File: config.mk
export PLATFORM = sky130hd
export DESIGN_NAME = reg_file_sb
export DESIGN_NICKNAME = d
export VERILOG_FILES = /design/src/rtl/reg_file_sb.sv
export SDC_FILE = /design/constraint.sdc
export NUM_CORES = 2
export LEC_CHECK = 0
export BUFFER_PORTS_ARGS = -buffer_cell sky130_fd_sc_hd__buf_2
export CORE_ASPECT_RATIO = 1.75
export CORE_MARGIN = 2
export CORE_UTILIZATION = 31
export CTS_BUF_LIST = sky130_fd_sc_hd__clkbuf_16
export CTS_CLUSTER_SIZE = 12
export DETAILED_ROUTE_END_ITERATION = 10
export GPL_TIMING_DRIVEN = 0
export HOLD_SLACK_MARGIN = 0.12
export SLEW_MARGIN = 20
export SYNTH_ARGS = -nofsm -noshare
export SYNTH_HDL_FRONTEND = slang
export SYNTH_SLANG_ARGS = --single-unit
File: constraint.sdc
create_clock -name clk -period 4.5 [get_ports clk]
set_input_delay 0.225 -clock clk [delete_from_list [all_inputs] [get_ports clk]]
set_output_delay 0.225 -clock clk [all_outputs]
set_load 0.1 [all_outputs]
File: src/rtl/reg_file_sb.sv
// Integer register file with NRD combinational read ports, one write port, optional
// write-to-read bypass, and a per-register busy scoreboard (issue sets, writeback clears).
module reg_file_sb #(
  parameter int unsigned XLEN   = 32,
  parameter int unsigned NREG   = 32,
  parameter int unsigned AW     = $clog2(NREG),
  parameter int unsigned NRD    = 2,
  parameter int unsigned BYPASS = 1
) (
  input  logic                clk,
  input  logic                reset_n,
  input  logic [NRD*AW-1:0]   ra,
  output logic [NRD*XLEN-1:0] rd,
  output logic [NRD-1:0]      rbusy,
  input  logic                we,
  input  logic [AW-1:0]       wa,
  input  logic [XLEN-1:0]     wd,
  input  logic                iss,
  input  logic [AW-1:0]       ia,
  input  logic                flush,
  output logic [NREG-1:0]     busy_vec
);

  localparam bit BYP = (BYPASS != 0);

  logic [XLEN-1:0] regs [NREG];
  logic [NREG-1:0] busy;
  logic [NREG-1:0] busy_nxt;

  // Data storage; register 0 is never written so it stays 0.
  always_ff @(posedge clk or negedge reset_n) begin
    if (!reset_n) begin
      regs <= '{default: '0};
    end else if (we && (wa != '0)) begin
      regs[wa] <= wd;
    end
  end

  // Busy update: issue wins over flush, flush over writeback clear.
  always_comb begin
    busy_nxt = busy;
    for (int unsigned i = 1; i < NREG; i++) begin
      if (iss && (ia == AW'(i))) begin
        busy_nxt[i] = 1'b1;
      end else if (flush) begin
        busy_nxt[i] = 1'b0;
      end else if (we && (wa == AW'(i))) begin
        busy_nxt[i] = 1'b0;
      end
    end
    busy_nxt[0] = 1'b0;
  end

  always_ff @(posedge clk or negedge reset_n) begin
    if (!reset_n) begin
      busy <= '0;
    end else begin
      busy <= busy_nxt;
    end
  end

  assign busy_vec = busy;

  // Read ports: a forwarded write also hides the stale busy bit.
  for (genvar k = 0; k < NRD; k++) begin : g_rd
    logic [AW-1:0] addr;
    logic          nz;
    logic          hit;

    assign addr = ra[k*AW +: AW];
    assign nz   = (addr != '0);
    assign hit  = BYP && we && (wa == addr) && nz;

    assign rd[k*XLEN +: XLEN] = !nz ? '0 : (hit ? wd : regs[addr]);
    assign rbusy[k]           = nz && !hit && busy[addr];
  end

endmodule

* Word level (Yosys, flattened, before mapping) *
Cells that the tools add are included.

operators by class
  order comparisons = 6
  equal/unequal tests = 64
  muxes and demuxes = 110
  bitwise operators = 3
  reductions and logical operators = 108

operators with widths
  kind                  number
  $bwmux W1024          1
  $bmux W32 S5          2
  $mux W32              9
  $demux W32 S5         1
  $eq A5 B5 Y1 const B  32
  $mux W1               95
  $reduce_bool A3 Y1    31
  $eq A5 B4 Y1 const B  16
  $logic_and A1 B1 Y1   72
  $eq A5 B3 Y1 const B  8
  $eq A5 B2 Y1 const B  4
  $ge A6 B6 Y1 const B  3
  $not A5 Y6            3
  $reduce_bool A5 Y1    3
  $lt A5 B6 Y1 const B  2
  $bmux W1 S5           2
  $eq A5 B1 Y1 const B  2
  $eq A5 B5 Y1          2
  $lt A6 B1 Y1 const B  1
  $logic_not A1 Y1      2

storage, ports and cells
  bits in registers = 1055
  input bits = 57
  output and inout bits = 98

* Longest topological paths before layout *
  depth in word-level cells = 6
  depth in mapped cells = 10

* Worst setup path after synthesis *
No wires, ideal clock.

  path kind = input -> output
  from = input ra[1]
  to = output rd[5]
  arrival = 3.696 ns
  slack = 0.579 ns
  cell stages on the path = 7
  path buffers = 4
  cell sequence = buf_2 -> buf_4 -> buf_2 -> clkbuf_1 -> mux4_2 -> o221ai_1 -> o31ai_1

between the ends
  longest elaborated chain between the ends = 6

RTL lines
  what                                          line  text
  start: declaration                            12    input logic [NRD*AW-1:0] ra,
  $not A5 Y6 (implied by the code)              74    assign rd[k*XLEN +: XLEN] = !nz ? '0 : (hit ? wd : regs[addr]);
  $bmux W32 S5                                  74
  $mux W32 (implied by the code) (2 in series)  74
  $mux W32                                      74
  $mux W32 (*)                                  74
  end: declaration                              13    output logic [NRD*XLEN-1:0] rd,

Mark *: on every way between the ends. The rest lies on a longest branch, timed or not. The select of a mux whose other input is x is not followed.

* Final worst setup path *
  from = input ra[4]
  to = output rd[21]

Same word-level chain as after synthesis.

==> results.json <==
{
  "post-dp-hpwl_um": 181000,
  "tightest_slew_ps": 1310,
  "drc": 0,
  "critPathCaptureType": "output port",
  "final-max-slew-violation-count": 0,
  "fin_crit_sh": 0.996,
  "leakagePower_nw": 27.6,
  "cts_tree": "yes",
  "fp.dieH_um": 568,
  "crit_type": "in -> out",
  "slew_headroom": 0.129,
  "vdd_drop_max_mv": 0.307,
  "cts_setup_buffers": 0,
  "fill_cells": 17563,
  "synth_ff_type": "dfrtp_1",
  "ctsHtreeMaxLevel": 3,
  "grt_use_total": 0.275,
  "hold_ws_ps": 374,
  "pre_cts_ws_ps": -223,
  "yosysWarningCount": 0,
  "multiInputGateArea_um2": 28000,
  "gp_congestion": 0.978,
  "yosysUniqueCellTypes": 50,
  "synth.avg_cell_area_um2": 15.1,
  "synth_edf_count": 0,
  "synth_cells": 3731,
  "grt_pass1_wl_um": 349000,
  "ant_nets": 0,
  "powerDensity_nw_per_um2": 429,
  "outcome": "complete, no violations",
  "drt_wl_total_um": 260000,
  "grt_max_degree": 129,
  "finalCriticalPeriod_ps": 4480,
  "syn_area_um2": 56400,
  "startpoint_type": "primary input",
  "num_vias": 40499,
  "grt_overflow": 0,
  "first_global_vias": 41284,
  "timing.critical_path.buf_inv": 5,
  "synth-compound-area-share": 0.0421,
  "skew_ps": 0,
  "cts-root-buf": "clkbuf_16",
  "clkSinkCount": 1055,
  "path_delay_family": "buffers and inverters",
  "ios": 155,
  "hold_class": "in -> reg",
  "max-cap-violations": 0,
  "die_w_um": 326,
  "clkLatencyLatePin_ps": 690,
  "max_freq_mhz": 223,
  "rows": 207,
  "core_area_um2": 181000,
  "clockBufferDepth": 3,
  "fp.dieArea_um2": 185000,
  "seq_area_frac_synth": 0.468,
  "regArea_um2": 26400,
  "clk_pin_slew_ps": 60,
  "design_area_um2": 64000,
  "hold_viol": 0,
  "synth-seq-cells": 1055,
  "cpMaxStageDelayCell": "clkbuf_1",
  "placed_area_um2": 60800,
  "cp_common_cell": "clkbuf_1",
  "crit_arrival_ps": 4260,
  "muxShareOfSynthArea": 0.437,
  "area_growth_pct": 13.6,
  "synth-async-reset-ratio": 1.00,
  "drive_above_1_share": 0.499,
  "layout_setup_ws_ps": 17.0,
  "viasPerCell": 6.25,
  "final_util": 0.353,
  "finalSetupViolCount": 0,
  "dr.pass1.iters": 6,
  "crit_chain": "clkbuf_2 > or3_1 > clkbuf_1 > nor3_1 > and3b_1 > clkbuf_1 > clkbuf_1 > a32o_1 > buf_2",
  "worst-path-max-fanout": 10,
  "synth-xor-area-share": 0.00155,
  "nets": 4097,
  "synth-simple-area-share": 0.0162,
  "wl_per_cell_um": 40.1,
  "synth_fp_nets": 3788,
  "worst_ep_required_time_ps": 4280,
  "drt_iter0_drc": 4993,
  "antenna_found_initial": 21,
  "start_util": 0.311,
  "synthAdderAreaFrac": 0,
  "synth_top_family_by_area": "multiplexers",
  "cts_buffers": 100,
  "port_buffers": 139,
  "worst_path_largest_cell_delay_ps": 860,
  "rsz0062_at_grt": "false"
}
registers in the layout, summed over array words and instances, names as in the netlist:
| signal | count |
|---|---|
| busy_vec | 31 |
| regs | 1024 |
cell type report:
class / count / share of cell area
Timing Repair Buffer: 207 / 0.0268
Antenna cell: 8 / 0.000313
Tap cell: 2403 / 0.0470
Sequential cell: 1055 / 0.412
Buffer: 440 / 0.0319
Inverter: 16 / 0.000938
Clock buffer: 103 / 0.0403
Multi-Input combinational cell: 2220 / 0.438
Clock inverter: 28 / 0.00236
worst register-to-register path, delay by kind of cell, from the launching register on:
| family | cells | cell delay, ps |
|---|---|---|
| compound gates | 1 | 250 |
| buf+inv | 2 | 640 |
| flops | 1 | 390 |
layer usage:
metal	GRT usage	vias to the layer above	share of wire
met1	0.296	21634	0.33
li1	-	15063	-
met5	0	-	0.00023
met4	0.244	10	0.11
met3	0.0699	1041	0.091
met2	0.449	2751	0.47
worst paths after layout:
check                                    startpoint                        to  slack, ps  cells past startpoint
hold reg to reg              regs[1002]$_DFFE_PN0P_    regs[1002]$_DFFE_PN0P_        490                      1
hold / removal                                wd[8]      regs[72]$_DFFE_PN0P_        370                      3
min in group asynchronous                   reset_n      regs[24]$_DFFE_PN0P_        630                      4
max in group asynchronous                   reset_n      regs[69]$_DFFE_PN0P_       1530                      7
setup / recovery                              ra[4]                    rd[21]         20                      9
setup reg to reg           busy_vec[27]$_DFFE_PN0P_  busy_vec[27]$_DFFE_PN0P_       3160                      3
cells in the final DEF, fill, tap and decap left out, types with 41 or more instances in the layout:
cell type,count
dfrtp_1,1055
mux2_2,1021
mux4_2,491
buf_2,259
mux2i_1,195
clkbuf_1,186
clkbuf_16,103
clkbuf_2,93
o22ai_1,73
a221oi_1,50
dlygate4sd3_1,46
a22oi_1,45
nor2_1,44
nand2_1,41
power breakdown:
part | internal, mW | total (mW) | leakage (nW) | switching [mW]
sequential | 11.2 | 12.6 | 13.6 | 1.33
combinational | 3.42 | 6.97 | 12.6 | 3.55
clock | 4.05 | 7.90 | 1.39 | 3.85
total | 18.7 | 27.4 | 27.6 | 8.73
synthesized netlist by cell type (20+ instances only):
cell	n	area share
a32o_1	32	0.0057
mux4_2	491	0.20
nor2_1	52	0.0035
clkbuf_1	275	0.018
a221oi_1	50	0.0078
buf_1	47	0.0031
o22ai_1	73	0.0081
dfrtp_1	1055	0.47
buf_2	92	0.0082
nand3b_1	20	0.0027
a22oi_1	45	0.0060
mux2_2	1021	0.20
o21ai_0	36	0.0032
mux2i_1	195	0.035
nand2_1	41	0.0027
repair_timing:
action | in CTS | in global routing
endpoints found under the hold margin | 387 | 0
endpoints found under the setup margin | 12 | 0
resized for setup | 2 | 0
hold buffers | 47 | 0
logic make-up after synthesis:
| logic type | count (synthesis) |
|---|---|
| flops | 1055 |
| buf+inv | 456 |
| simple gates | 181 |
| xor+xnor | 10 |
| mux | 1712 |
| compound gates | 316 |
| other cells | 1 |
per-stage QoR:
step / power, mW / TNS [ps] / cells
after floorplan: 17.2 / 0 / 3731
after global routing: 28.2 / 0 / 6474
final: 27.4 / 0 / 6480
after CTS: 27.3 / 0 / 6472
after detailed placement: 19.5 / -1300 / 6294
after global placement: 19.2 / - / 6273
No activity file was read; power rests on OpenSTA's default activity.
